## config.mk

```make
export PLATFORM = sky130hd
export DESIGN_NAME = phy_link_ctrl_flat
export DESIGN_NICKNAME = d
export VERILOG_FILES = /design/src/rtl/phy_link_ctrl_if.sv /design/src/rtl/phy_link_ctrl.sv /design/src/flat_wrapper.sv
export SDC_FILE = /design/constraint.sdc
export NUM_CORES = 1
export LEC_CHECK = 0
export BUFFER_PORTS_ARGS = -buffer_cell sky130_fd_sc_hd__clkbuf_2
export CORE_MARGIN = 10
export CORE_UTILIZATION = 50
export DETAILED_ROUTE_END_ITERATION = 12
export PLACE_DENSITY_LB_ADDON = 0.05
export SLEW_MARGIN = 30
export SYNTH_ARGS = -nofsm -noshare
export SYNTH_HDL_FRONTEND = slang
export SYNTH_SLANG_ARGS = --single-unit
```

## constraint.sdc

```tcl
create_clock -name clk_f -period 1.98 [get_ports clk_f]
set_input_delay 0.396 -clock clk_f [delete_from_list [all_inputs] [get_ports clk_f]]
set_output_delay 0.396 -clock clk_f [all_outputs]
set_load 0.05 [all_outputs]
```

## src/rtl/phy_link_ctrl_if.sv

```systemverilog
// Purpose: bundles the lane/data inputs and link status outputs of phy_link_ctrl.
// Latency: none (wires only); every output is driven from a register in the controller.
// Backpressure: none; valid is gated, not stalled, by the controller.
interface phy_link_ctrl_if #(
  parameter int CNT_W = 8
);
  // Stimulus side
  logic             train_en;
  logic             active_serial_paralelo_0;
  logic             active_serial_paralelo_1;
  logic             valid;
  // Status side
  logic             link_up;
  logic             valid_tx;
  logic             retrain;
  logic             link_fail;
  logic [2:0]       state;
  logic [CNT_W-1:0] drop_count;

  // Upstream/PHY side driving training controls and observing link status
  modport master (
    output train_en,
    output active_serial_paralelo_0,
    output active_serial_paralelo_1,
    output valid,
    input  link_up,
    input  valid_tx,
    input  retrain,
    input  link_fail,
    input  state,
    input  drop_count
  );

  // Controller side
  modport slave (
    input  train_en,
    input  active_serial_paralelo_0,
    input  active_serial_paralelo_1,
    input  valid,
    output link_up,
    output valid_tx,
    output retrain,
    output link_fail,
    output state,
    output drop_count
  );
endinterface

```

## src/rtl/phy_link_ctrl.sv

```systemverilog
// Purpose: two-lane link bring-up FSM with bounded recovery, link_up/valid gating and drop counting.
// Latency: all outputs registered; state changes and valid_tx appear one clk_f edge after sampling.
// Backpressure: none; valid seen while the link is not UP is discarded and counted in drop_count.
module phy_link_ctrl #(
  parameter int STABLE_CYCLES  = 8,
  parameter int RECOVER_CYCLES = 16,
  parameter int MAX_RETRIES    = 3,
  parameter int CNT_W          = 8
) (
  input  logic          clk_f,
  input  logic          reset,
  phy_link_ctrl_if.slave lnk
);

  typedef enum logic [2:0] {
    ST_IDLE    = 3'd0,
    ST_WAIT    = 3'd1,
    ST_STABLE  = 3'd2,
    ST_UP      = 3'd3,
    ST_RECOVER = 3'd4,
    ST_FAIL    = 3'd5
  } state_e;

  // stable_cnt must be able to hold STABLE_CYCLES itself; timer only reaches RECOVER_CYCLES-1.
  localparam int SC_W = $clog2(STABLE_CYCLES + 1);
  localparam int TM_W = $clog2(RECOVER_CYCLES);

  localparam logic [SC_W-1:0]  STABLE_TARGET = SC_W'(STABLE_CYCLES);
  localparam logic [SC_W-1:0]  STABLE_ONE    = SC_W'(1);
  localparam logic [TM_W-1:0]  TIMER_LAST    = TM_W'(RECOVER_CYCLES - 1);
  localparam logic [TM_W-1:0]  TIMER_ONE     = TM_W'(1);
  localparam logic [3:0]       RETRY_LIMIT   = 4'(MAX_RETRIES);
  localparam logic [CNT_W-1:0] DROP_MAX      = {CNT_W{1'b1}};
  localparam logic [CNT_W-1:0] DROP_ONE      = CNT_W'(1);

  state_e           state_q,      state_d;
  logic [SC_W-1:0]  stable_cnt_q, stable_cnt_d;
  logic [TM_W-1:0]  timer_q,      timer_d;
  logic [3:0]       retries_q,    retries_d;
  logic             retrain_q,    retrain_d;
  logic             valid_tx_q,   valid_tx_d;
  logic [CNT_W-1:0] drop_count_q, drop_count_d;

  logic             both;
  logic [SC_W-1:0]  stable_inc;
  logic [3:0]       retries_inc;

  assign both        = lnk.active_serial_paralelo_0 & lnk.active_serial_paralelo_1;
  assign stable_inc  = stable_cnt_q + STABLE_ONE;
  assign retries_inc = retries_q + 4'd1;

  // Next-state, counter and retrain-pulse decode for the training FSM.
  always_comb begin
    state_d      = state_q;
    stable_cnt_d = stable_cnt_q;
    timer_d      = timer_q;
    retries_d    = retries_q;
    retrain_d    = 1'b0;

    if (!lnk.train_en) begin
      // Training disabled overrides everything below; no retrain request on the way out.
      state_d      = ST_IDLE;
      stable_cnt_d = '0;
      timer_d      = '0;
      retries_d    = '0;
    end else begin
      unique case (state_q)
        ST_IDLE: begin
          state_d = ST_WAIT;
        end

        ST_WAIT: begin
          if (both) begin
            state_d      = ST_STABLE;
            stable_cnt_d = STABLE_ONE;
          end
        end

        ST_STABLE: begin
          if (!both) begin
            // Any gap restarts qualification from scratch.
            state_d      = ST_WAIT;
            stable_cnt_d = '0;
          end else if (stable_inc == STABLE_TARGET) begin
            state_d      = ST_UP;
            stable_cnt_d = '0;
            retries_d    = '0;
          end else begin
            stable_cnt_d = stable_inc;
          end
        end

        ST_UP: begin
          if (!both) begin
            state_d   = ST_RECOVER;
            timer_d   = '0;
            retrain_d = 1'b1;
          end
        end

        ST_RECOVER: begin
          if (both) begin
            // Lanes back: requalify fully. Takes precedence over a same-edge timeout,
            // so retries is left untouched here.
            state_d      = ST_STABLE;
            stable_cnt_d = STABLE_ONE;
          end else if (timer_q == TIMER_LAST) begin
            timer_d   = '0;
            retries_d = retries_inc;
            if (retries_inc == RETRY_LIMIT) begin
              state_d = ST_FAIL;
            end else begin
              retrain_d = 1'b1;
            end
          end else begin
            timer_d = timer_q + TIMER_ONE;
          end
        end

        ST_FAIL: begin
          state_d = ST_FAIL;
        end

        default: begin
          state_d      = ST_IDLE;
          stable_cnt_d = '0;
          timer_d      = '0;
          retries_d    = '0;
        end
      endcase
    end
  end

  // Data-path gating and lost-valid accounting, both keyed on the pre-edge state.
  always_comb begin
    valid_tx_d   = lnk.valid & (state_q == ST_UP);
    drop_count_d = drop_count_q;
    if (lnk.valid && (state_q != ST_UP) && (drop_count_q != DROP_MAX)) begin
      drop_count_d = drop_count_q + DROP_ONE;
    end
  end

  // FSM state and training counters.
  always_ff @(posedge clk_f or posedge reset) begin
    if (reset) begin
      state_q      <= ST_IDLE;
      stable_cnt_q <= '0;
      timer_q      <= '0;
      retries_q    <= '0;
      retrain_q    <= 1'b0;
    end else begin
      state_q      <= state_d;
      stable_cnt_q <= stable_cnt_d;
      timer_q      <= timer_d;
      retries_q    <= retries_d;
      retrain_q    <= retrain_d;
    end
  end

  // Registered TX valid and saturating drop counter.
  always_ff @(posedge clk_f or posedge reset) begin
    if (reset) begin
      valid_tx_q   <= 1'b0;
      drop_count_q <= '0;
    end else begin
      valid_tx_q   <= valid_tx_d;
      drop_count_q <= drop_count_d;
    end
  end

  // Status outputs are pure decodes of registers; no input reaches an output combinationally.
  assign lnk.link_up    = (state_q == ST_UP);
  assign lnk.link_fail  = (state_q == ST_FAIL);
  assign lnk.state      = state_q;
  assign lnk.retrain    = retrain_q;
  assign lnk.valid_tx   = valid_tx_q;
  assign lnk.drop_count = drop_count_q;

endmodule

```

## src/flat_wrapper.sv

```systemverilog
// flat-port wrapper written by rule: the top's interface ports become plain ports
module phy_link_ctrl_flat 
#(
  parameter int STABLE_CYCLES  = 8,
  parameter int RECOVER_CYCLES = 16,
  parameter int MAX_RETRIES    = 3,
  parameter int CNT_W          = 8
)
  (clk_f, reset, lnk_train_en, lnk_active_serial_paralelo_0, lnk_active_serial_paralelo_1, lnk_valid, lnk_link_up, lnk_valid_tx, lnk_retrain, lnk_link_fail, lnk_state, lnk_drop_count);
  phy_link_ctrl_if #(.CNT_W(CNT_W)) lnk_i ();
  input  logic clk_f;
  input  logic reset;
  input wire logic [$bits(lnk_i.train_en)-1:0] lnk_train_en;
  input wire logic [$bits(lnk_i.active_serial_paralelo_0)-1:0] lnk_active_serial_paralelo_0;
  input wire logic [$bits(lnk_i.active_serial_paralelo_1)-1:0] lnk_active_serial_paralelo_1;
  input wire logic [$bits(lnk_i.valid)-1:0] lnk_valid;
  output wire logic [$bits(lnk_i.link_up)-1:0] lnk_link_up;
  output wire logic [$bits(lnk_i.valid_tx)-1:0] lnk_valid_tx;
  output wire logic [$bits(lnk_i.retrain)-1:0] lnk_retrain;
  output wire logic [$bits(lnk_i.link_fail)-1:0] lnk_link_fail;
  output wire logic [$bits(lnk_i.state)-1:0] lnk_state;
  output wire logic [$bits(lnk_i.drop_count)-1:0] lnk_drop_count;
  assign lnk_i.train_en = lnk_train_en;
  assign lnk_i.active_serial_paralelo_0 = lnk_active_serial_paralelo_0;
  assign lnk_i.active_serial_paralelo_1 = lnk_active_serial_paralelo_1;
  assign lnk_i.valid = lnk_valid;
  assign lnk_link_up = lnk_i.link_up;
  assign lnk_valid_tx = lnk_i.valid_tx;
  assign lnk_retrain = lnk_i.retrain;
  assign lnk_link_fail = lnk_i.link_fail;
  assign lnk_state = lnk_i.state;
  assign lnk_drop_count = lnk_i.drop_count;
  phy_link_ctrl #(.STABLE_CYCLES(STABLE_CYCLES), .RECOVER_CYCLES(RECOVER_CYCLES), .MAX_RETRIES(MAX_RETRIES), .CNT_W(CNT_W)) u_core (.clk_f(clk_f), .reset(reset), .lnk(lnk_i));
endmodule
```

# Word level (Yosys, flattened, before mapping)
# Index checks and enable logic that the tools add are counted.
# word_totals
reg_bits	25
latch_bits	0
mem_bits_rw	0
romBits	0
inputBits	6
output_inout_bits	15
word_cells	78
n_memories	0
# op_classes
addsub	4
n_mul	0
div	0
n_lt_le_gt_ge	0
eq_ne	23
shifts	0
muxes	31
n_bitwise	2
reduce_logical	11
# op_table
op	count
2-to-1 mux 4 bit	13
case mux 4 bit (3 select lines)	3
2-to-1 mux 3 bit	8
!= test 3 x 2 -> 1 bit, second input constant	6
case mux 3 bit (6 select lines)	1
adder 4 x 1 -> 4 bit, second input constant	3
AND reduction 5 bit	2
adder 8 x 1 -> 8 bit, second input constant	1
equality test 4 bit, second input constant	2
!= test 4 x 2 -> 1 bit, second input constant	2
!= test 8 bit, second input constant	1
OR reduction 4 bit	2
equality test 3 x 2 -> 1 bit, second input constant	2
equality test 3 bit, second input constant	2
!= test 2 bit, second input constant	3
!= test 3 bit, second input constant	2
2-to-1 mux 1 bit	5
equality test 4 x 2 -> 1 bit, second input constant	1
!= test 4 bit, second input constant	1
equality test 3 x 1 -> 1 bit, second input constant	1
zero test 3 bit	1
AND reduction 3 bit	1
OR reduction 3 bit	1
bitwise AND 1 bit	2
other kinds (4)	5

# Depth between registers and ports, before layout
# Gate-level depths: netlist of run 1.
# logic_depth
ltp_word	7
mapped_depth	6
mapped_depth_nobuf	6

# Worst setup path before layout of run 1
# OpenSTA, ideal clock, no wires.
# synth_timing
path_type	flip-flop to output port
startpoint	register u_core.state_q[2], in the netlist u_core.lnk.state[2]
endpoint	output port lnk_link_fail
arrival_ps	1504
path_slack_ps	80
path_stages_with_launch	3
path_buffers	1
cell_sequence	dfrtp_1 > clkbuf_1 > and3b_1
# synth_via
elab_chain_cells	1
# synth_lines
element	line_no	rtl
start: declaration	phy_link_ctrl.sv:36	state_e state_q, state_d;
start signal: assignment	phy_link_ctrl.sv:152	state_q <= state_d;
equality test 3 bit	phy_link_ctrl.sv:173	assign lnk.link_fail = (state_q == ST_FAIL);
end: declaration	flat_wrapper.sv:20	output wire logic [$bits(lnk_i.link_fail)-1:0] lnk_link_fail;
# No other way between the ends.

# Final worst setup path of run 1
# layout_timing
startpoint	register u_core.state_q[2], in the netlist u_core.lnk.state[2]
endpoint	output port lnk_link_up
# layout_via
elab_chain_cells	1
# layout_lines
element	line_no	rtl
equality test 3 x 2 -> 1 bit	phy_link_ctrl.sv:172	assign lnk.link_up = (state_q == ST_UP);
end: declaration	flat_wrapper.sv:17	output wire logic [$bits(lnk_i.link_up)-1:0] lnk_link_up;
# No other way between the ends.

==> reports/results.tsv, run 1 <==
metric	value	unit
most frequent cells after synthesis	25 x dfrtp_1, 12 x nand2_1, 10 x nand3_1	
die height	75.9	um
# DRC	0	
CTS Sinks	25	
Synth Area in Compound Gates	21.8	%
CTS Buf Count	3	
largest family of logic cells by synthesized area	simple AND/OR/NAND/NOR gates	
status	finished clean	
CP required	1.58	ns
Slew Limit Headroom	73.8	%
Clock Power Share	15.5	%
Setup CP Type	reg -> out	
largest cells by area after synthesis	dfrtp_1 40%, ha_1 4.8%, nand3_1 3.2%	
FILL cells	287	
top_reg_cell synth	dfrtp_1	
Placed Cells	227	
nets	200	
post-route cell area	1770	sq um
XOR/XNOR Fraction of Synth Area	5.60	%
setup_tns	0	ns
clk buf depth	2	
post-synthesis mux area share	1.36	%
FF-to-FF path depth	6	
GRT Overall Usage	11.8	%
reg2reg setup slack	0.15	ns
RSZ-0062 raised after global routing	true	
Die Area	5770	sq um
Int Pwr	0.817	mW
hold_buf cts	0	
post-synthesis simple-gate area fraction	22.7	%
most frequent cell after synthesis	dfrtp_1	
Core Footprint	3030	sq um
vias post-DR	1272	
Sw Ratio	44.9	%
highest net fanout along the worst path	7	
Starting Density	51.7	%
FF-to-FF Start	u_core.stable_cnt_q[1]$_DFFE_PP0P_	
area delta synth->final	13.4	%
share of cells above drive strength 1	24.6	%
fmax	0.527	GHz
crit end category	output port	
CTS tree	done	
Arrival @ worst endpoint	1.50	ns
Top-Level Pins	21	
final hold vios	0	
max_cap viols	0	
worst setup path start	u_core.lnk.state[2]$_DFFE_PP0P_	
synthesized cell area	1560	sq um
Synth top area share	40.0	%
pre-CTS setup slack	0.0812	ns
worst skew pair latency	0.31	ns
Layout Cells excl Fill	231	
final setup margin	0.0838	ns
Yosys top cell by area	dfrtp_1	
Clock Pin Slew Worst Setup and Hold Paths	0.14	ns
Pleak	0.846	nW
first-pass GRT wire length	5980	um
worst slew pin tran	0.393	ns
period utilization	95.8	%
total gr overflow	0	
pin count of the biggest net entering global routing	26	
Port Buffer Count	20	
Synth Area in Adders	4.80	%
register area	628	sq um
FF-to-FF End	u_core.retries_q[3]$_DFFE_PP0P_	
number of DRC markers in iteration 0	73	
H-tree Lvls	1	
Final min period	1.90	ns
Syn Nets	174	
vias in the first global route	1303	
antenna violations before repair	0	
placer congestion estimate	0.901	
area of the multi-input gates	885	sq um
placed cell areas	1740	sq um
Psw	0.667	mW
final wirelength	3250	um
DP Wirelength	2510	um
first-pass iteration count of the detailed router	4	
Worst VDD drop	0.000777	V
WL/cell	14.1	um
Post-synth ARST share	100	%
Comb pwr share	37.5	%
Avg Cell Area, Syn	9.65	sq um
Final Skew	0.00392	ns
flops & latches, synth	25	
sequential power share	47.0	%
root buffer cell	clkbuf_4	
count of final setup violators	0	
Post-synth EDFFs	0	
Vias per Instance	5.51	
crit start category	register	
max-slew violations	0	
P per Cell Area	836	nW/um^2
Hold/Removal Path Class	in -> async	
Rows	20	
synthesized instance count	162	
Post-DRT Antenna Nets	0	
Yosys warning total	0	
Distinct cells, synth	49	
Diodes inserted	0	
post-synthesis sequential area ratio	40.0	%
Die Wd	75.9	um
==> repair_timing <==
action,CTS,global route
resized for setup,1,4
setup buffers,0,0
setup endpoints to repair,1,4
==> final cells by class <==
class                   instances  area share [%]
flip-flops and latches         25            35.4
repair buffers                 26            8.18
well taps                      44            3.10
multi-input cells             123            49.9
clock buffers                   3            1.27
clock inverters                 1           0.282
inverters                       9            1.90
==> critical path, cell delays in order, from the launching register on <==
cell	delay, ns
dfrtp_1	0.49
nand3b_1	0.28
inv_1	0.14
buf_2	0.27
==> cell families after synthesis <==
| family | after synthesis |
|---|---|
| adder cells (fa/ha/maj) | 6 |
| AO/OA/AOI/OAI | 43 |
| AND/OR/NAND/NOR | 62 |
| flip-flops | 25 |
| XOR/XNOR | 10 |
| multiplexers | 2 |
| buffers and inverters | 14 |
==> power groups by stage <==
stage / clock (mW) / combinational (mW) / sequential, mW
finish: 0.230 / 0.556 / 0.698
global route: 0.270 / 0.604 / 0.717
CTS: 0.239 / 0.567 / 0.698
detailed placement: 0 / 0.568 / 0.704
global placement: 0 / 0.561 / 0.700
floorplan: 0 / 0.198 / 0.929
==> through the flow <==
stage | hold slack, ns | util (%) | power (mW)
after detailed placement | 0.461 | 57.4 | 1.27
after CTS | 0.0992 | 58.4 | 1.50
final | 0.0902 | 58.6 | 1.48
after global placement | 0.441 | 57.4 | 1.26
after floorplan | 0.423 | - | 1.13
after global routing | 0.0813 | 58.6 | 1.59
==> layout by cell type (no fill, tap or decap), drive strengths merged, types with 3 or more instances in the layout <==
cell | Yosys | routed
dfrtp | 25 | 25
clkbuf | 2 | 22
o21ai | 13 | 13
nand2 | 12 | 12
nand3 | 10 | 10
inv | 9 | 9
nor2 | 9 | 9
a21oi | 8 | 8
buf | 3 | 7
and2 | 6 | 6
ha | 6 | 6
xor2 | 5 | 5
xnor2 | 5 | 5
nand4 | 4 | 4
and3 | 4 | 4
o31ai | 4 | 4
nor3 | 3 | 3
nand2b | 3 | 3
==> worst max-delay path by stage <==
stage / to / slack (ns)
CTS: u_core.retries_q[3]$_DFFE_PP0P_ / 0.05
finish: lnk_link_up / 0.08
detailed placement: u_core.retries_q[3]$_DFFE_PP0P_ / 0.08
floorplan: lnk_link_fail / 0.08
global placement: u_core.retries_q[3]$_DFFE_PP0P_ / 0.15
global route: u_core.retries_q[3]$_DFFE_PP0P_ / -0.004
==> layer usage <==
layer	GRT usage (%)	part of all wire (%)	up-vias
li1	-	-	638
met1	14.7	46	611
met2	20.1	50	21
met3	2.48	3.4	2
met4	3.22	0.40	0
met5	0	0	-
==> state kept, by name, summed over array words and instances, names as in the netlist <==
| signal | count |
|---|---|
| u_core.retries_q | 4 |
| u_core.timer_q | 4 |
| u_core.lnk.state | 3 |
| u_core.lnk.retrain | 1 |
| u_core.stable_cnt_q | 4 |
| u_core.lnk.drop_count | 8 |
| u_core.lnk.valid_tx | 1 |
No activity file was read; power rests on OpenSTA's default activity.
==> inputs of run 2 (changes only) <==
CORE_MARGIN = 4   (was 10)
==> reports/results.tsv, run 2 (synthesis gave the netlist of run 1 again) <==
metric	value	unit	change
Clock Power Share	17.1	%	was 15.5%
fmax	0.536	GHz	was 0.527 GHz
H-tree Lvls	1		unchanged
crit end category	register		was output port
GRT Overall Usage	17.8	%	was 11.8%
Vias per Instance	5.64		was 5.51
total gr overflow	0		unchanged
vias post-DR	1309		was 1,272
Slew Limit Headroom	74.7	%	was 73.8%
root buffer cell	clkbuf_4		unchanged
Post-DRT Antenna Nets	0		unchanged
placer congestion estimate	0.899		was 0.901
Sw Ratio	45.7	%	was 44.9%
FF-to-FF Start	u_core.stable_cnt_q[1]$_DFFE_PP0P_		unchanged
RSZ-0062 raised after global routing	true		unchanged
Top-Level Pins	21		unchanged
vias in the first global route	1257		was 1,303
worst skew pair latency	0.34	ns	was 0.31 ns
CTS Buf Count	3		unchanged
commonest cells after routing, fill and taps aside	22 x dfrtp_1, 18 x clkbuf_2, 12 x nand2_1, 10 x nand3_1		was 23 x dfrtp_1, 19 x clkbuf_2, 12 x nand2_1, 10 x nand3_1
FF-to-FF path depth	6		unchanged
Placed Cells	227		unchanged
max-slew violations	0		unchanged
count of final setup violators	0		unchanged
hold_buf cts	0		unchanged
WL/cell	14.1	um	about the same
CP required	2.22	ns	was 1.58 ns
final wirelength	3260	um	was 3250 um
status	finished clean		unchanged
antenna violations before repair	0		unchanged
area delta synth->final	14.4	%	was 13.4%
setup_tns	0	ns	unchanged
period utilization	94.3	%	was 95.8%
Worst VDD drop	0.000796	V	was 0.000777 V
commonest non-fill, non-tap cell in the layout	dfrtp_1		unchanged
pre-CTS setup slack	0.0558	ns	was 0.0812 ns
Core Footprint	3030	sq um	unchanged
pin count of the biggest net entering global routing	26		unchanged
crit start category	register		unchanged
FF-to-FF End	u_core.retries_q[3]$_DFFE_PP0P_		unchanged
worst slew pin tran	0.379	ns	was 0.393 ns
Hold/Removal Path Class	in -> async		unchanged
highest net fanout along the worst path	5		was 7
max FFs per register	8		unchanged
Diodes inserted	0		unchanged
Comb pwr share	36.8	%	was 37.5%
Power Total	1.52	mW	was 1.48 mW
max_cap viols	0		unchanged
CTS tree	done		unchanged
final hold vios	0		unchanged
Die Area	4090	sq um	was 5770 sq um
clk buf depth	2		unchanged
Int Pwr	0.826	mW	was 0.817 mW
first-pass GRT wire length	5860	um	was 5980 um
Rows	20		unchanged
CTS Sinks	25		unchanged
Layout Cells excl Fill	232		was 231
Final min period	1.87	ns	was 1.90 ns
Setup CP Type	reg -> reg		was reg -> out
Die Wd	63.9	um	was 75.9 um
Starting Density	51.7	%	unchanged
first-pass iteration count of the detailed router	4		unchanged
die height	63.9	um	was 75.9 um
number of DRC markers in iteration 0	71		was 73
share of cells above drive strength 1	25.5	%	was 24.6%
DP Wirelength	2350	um	was 2510 um
P per Cell Area	851	nW/um^2	was 836 nW/um^2
nets	201		was 200
Psw	0.696	mW	was 0.667 mW
# DRC	0		unchanged
Arrival @ worst endpoint	2.11	ns	was 1.50 ns
final setup margin	0.114	ns	was 0.0838 ns
Port Buffer Count	20		unchanged
Hold WS	0.0545	ns	was 0.0902 ns
sequential power share	46.1	%	was 47.0%
Clock Pin Slew Worst Setup and Hold Paths	0.16	ns	was 0.14 ns
reg2reg setup slack	0.11	ns	was 0.15 ns
Final Skew	0.00970	ns	was 0.00392 ns
Pleak	0.850	nW	was 0.846 nW
==> run 2: worst max path at each step <==
stage,from,to,slack (ns)
CTS,u_core.stable_cnt_q[0]$_DFFE_PP0P_,u_core.retries_q[3]$_DFFE_PP0P_,0.02
global placement,u_core.stable_cnt_q[0]$_DFFE_PP0P_,u_core.retries_q[3]$_DFFE_PP0P_,0.14
floorplan,u_core.lnk.state[2]$_DFFE_PP0P_,lnk_link_fail,0.08
detailed placement,u_core.stable_cnt_q[0]$_DFFE_PP0P_,u_core.retries_q[3]$_DFFE_PP0P_,0.06
finish,u_core.stable_cnt_q[1]$_DFFE_PP0P_,u_core.retries_q[3]$_DFFE_PP0P_,0.11
global route,u_core.stable_cnt_q[1]$_DFFE_PP0P_,u_core.retries_q[3]$_DFFE_PP0P_,-0.01
==> run 2: area by class of cell <==
class | count | area, sq um
inverters | 9 | 33.8
clock inverters | 1 | 8.76
well taps | 44 | 55.1
flip-flops and latches | 25 | 629
clock buffers | 3 | 22.5
repair buffers | 27 | 155
multi-input cells | 123 | 885
fillers | 271 | 1240
==> run 2: timing repair <==
item,4_1_cts,5_1_grt
endpoints found under the setup margin,1,5
pin swaps,0,0
gates resized for setup,1,7
setup buffers,0,1
==> run 2: critical path, cell delays in order, from the launching register on <==
cell and delay, ns:
dfrtp_1 0.45, ha_2 0.27, nand4b_4 0.12, o311ai_4 0.24, a41oi_2 0.10, or2_4 0.30
o41ai_2 0.30
==> run 2: through the flow <==
stage,cell area (sq um),utilization [%]
2_1_floorplan,1560,-
3_3_place_gp,1740,57.4
3_5_place_dp,1740,57.4
4_1_cts,1770,58.5
5_1_grt,1790,59.1
6_report,1790,59.1
==> run 2: power groups by stage <==
stage	combinational (mW)	clock (mW)	sequential (mW)
final	0.561	0.260	0.701
after global routing	0.603	0.298	0.721
after CTS	0.565	0.270	0.698
after detailed placement	0.564	0	0.705
after global placement	0.555	0	0.700
after floorplan	0.198	0	0.929
==> run 2: routing by layer <==
| layer | wire length, um | GRT usage (%) |
|---|---|---|
| met1 | 1500 | 23.2 |
| met2 | 1580 | 29.8 |
| met3 | 112 | 2.28 |
| met4 | 65 | 7.28 |
| met5 | 0 | 0 |
==> inputs of run 3 (changes only) <==
clock period = 2.04 ns   (was 1.98 ns; I/O delays follow)
==> reports/results.tsv, run 3 (synthesis gave the netlist of run 1 again) <==
metric	value	unit	change
status	finished clean		unchanged
pre-CTS setup slack	0.142	ns	was 0.0558 ns
FF-to-FF Start	u_core.stable_cnt_q[0]$_DFFE_PP0P_		was u_core.stable_cnt_q[1]$_DFFE_PP0P_
FF-to-FF path depth	6		unchanged
crit start category	register		unchanged
hold_buf cts	0		unchanged
number of DRC markers in iteration 0	48		was 71
pin count of the biggest net entering global routing	26		unchanged
die height	63.9	um	unchanged
first-pass GRT wire length	5640	um	was 5860 um
WL/cell	13.9	um	was 14.1 um
Final Skew	0.00123	ns	was 0.00970 ns
CTS tree	done		unchanged
Power Total	1.44	mW	was 1.52 mW
Rows	20		unchanged
Setup CP Type	reg -> out		was reg -> reg
Arrival @ worst endpoint	1.52	ns	was 2.11 ns
CTS Sinks	25		unchanged
reg2reg setup slack	0.15	ns	was 0.11 ns
Final min period	1.93	ns	
Top-Level Pins	21		unchanged
commonest cells after routing, fill and taps aside	24 x dfrtp_1, 19 x clkbuf_2, 12 x nand2_1, 10 x nand3_1		was 22 x dfrtp_1, 18 x clkbuf_2, 12 x nand2_1, 10 x nand3_1
CTS Buf Count	3		unchanged
root buffer cell	clkbuf_4		unchanged
total gr overflow	0		unchanged
register area	627	sq um	was 629 sq um
final hold vios	0		unchanged
Slew Limit Headroom	74.2	%	was 74.7%
Diodes inserted	0		unchanged
first-pass iteration count of the detailed router	4		unchanged
share of cells above drive strength 1	23.7	%	was 25.5%
Core Footprint	3030	sq um	unchanged
worst slew pin tran	0.387	ns	was 0.379 ns
FILL cells	274		was 271
final setup margin	0.114	ns	about the same
Port Buffer Count	20		unchanged
# resized after CTS	1		unchanged
fmax	0.519	GHz	
placer congestion estimate	0.892		was 0.899
setup_tns	0	ns	unchanged
H-tree Lvls	1		unchanged
# DRC	0		unchanged
Die Area	4090	sq um	unchanged
placed cell areas	1730	sq um	was 1740 sq um
Worst VDD drop	0.000749	V	was 0.000796 V
area of the multi-input gates	885	sq um	unchanged
max_cap viols	0		unchanged
max FFs per register	8		unchanged
Hold/Removal Path Class	in -> async		unchanged
crit end category	output port		was register
# Post-CTS Setup Buffers	0		unchanged
area delta synth->final	12.9	%	was 14.4%
count of final setup violators	0		unchanged
CP required	1.63	ns	was 2.22 ns
max-slew violations	0		unchanged
RSZ-0062 raised after global routing	false		was true
GRT Overall Usage	17.1	%	was 17.8%
post-route cell area	1770	sq um	was 1790 sq um
antenna violations before repair	0		unchanged
final wirelength	3200	um	was 3260 um
vias post-DR	1258		was 1,309
Post-DRT Antenna Nets	0		unchanged
DP Wirelength	2410	um	was 2350 um
clk buf depth	2		unchanged
nets	199		was 201
Pleak	0.843	nW	was 0.850 nW
Hold WS	0.0902	ns	was 0.0545 ns
period utilization	94.4	%	
Die Wd	63.9	um	unchanged
FF-to-FF End	u_core.retries_q[3]$_DFFE_PP0P_		unchanged
P per Cell Area	816	nW/um^2	was 851 nW/um^2
commonest non-fill, non-tap cell in the layout	dfrtp_1		unchanged
worst skew pair latency	0.32	ns	was 0.34 ns
Vias per Instance	5.47		was 5.64
Clock Pin Slew Worst Setup and Hold Paths	0.14	ns	was 0.16 ns
Starting Density	51.7	%	unchanged
highest net fanout along the worst path	7		was 5
vias in the first global route	1214		was 1,257
[run 3: cell types whose count changed in the layout (fill, tap and decap cells not counted)]
cell / previous run / this run
dfrtp_1: 22 / 24
dfrtp_2: 3 / 1
inv_6: 1 / 0
clkbuf_2: 18 / 19
clkinv_2: 0 / 1
clkbuf_4: 4 / 3
buf_4: 7 / 5
[run 3: layer usage]
metal | up-vias | global-route usage [%] | share of wire [%]
li1 | 640 | - | -
met1 | 598 | 23.5 | 48
met2 | 15 | 27.7 | 48
met3 | 5 | 2.11 | 1.8
met4 | 0 | 5.39 | 1.3
met5 | - | 0 | 0
[run 3: worst max-delay path by stage]
stage,from,end,slack [ns],depth (start not counted)
after floorplan,u_core.lnk.state[2]$_DFFE_PP0P_,lnk_link_fail,0.13,2
after global placement,u_core.stable_cnt_q[0]$_DFFE_PP0P_,u_core.retries_q[3]$_DFFE_PP0P_,0.21,6
after detailed placement,u_core.stable_cnt_q[0]$_DFFE_PP0P_,u_core.retries_q[3]$_DFFE_PP0P_,0.14,6
after CTS,u_core.lnk.state[2]$_DFFE_PP0P_,lnk_link_up,0.08,3
after global routing,u_core.lnk.state[2]$_DFFE_PP0P_,lnk_link_up,0.0005,3
final,u_core.lnk.state[2]$_DFFE_PP0P_,lnk_link_up,0.11,3
[run 3: stage by stage]
step / cells / util (%)
6_report: 230 / 58.3
5_1_grt: 230 / 58.3
4_1_cts: 230 / 58.1
3_5_place_dp: 226 / 57.2
3_3_place_gp: 226 / 57.2
2_1_floorplan: 162 / -
[run 3: area by class of cell]
class / count / area share (%)
Tap cell: 44 / 3.12
Clock buffer: 3 / 1.28
Clock inverter: 1 / 0.283
Multi-Input combinational cell: 123 / 50.1
Sequential cell: 25 / 35.5
Inverter: 9 / 1.91
Timing Repair Buffer: 25 / 7.80
[run 3: power breakdown]
| part | total, mW | internal (mW) | switching [mW] |
|---|---|---|---|
| clock | 0.227 | 0.0735 | 0.153 |
| combinational | 0.538 | 0.150 | 0.388 |
| sequential | 0.675 | 0.569 | 0.106 |
[run 3: critical path: stages, from the launching register on]
cell	delay (ns)
dfrtp_1	0.48
nand3b_1	0.28
inv_1	0.15
buf_2	0.28
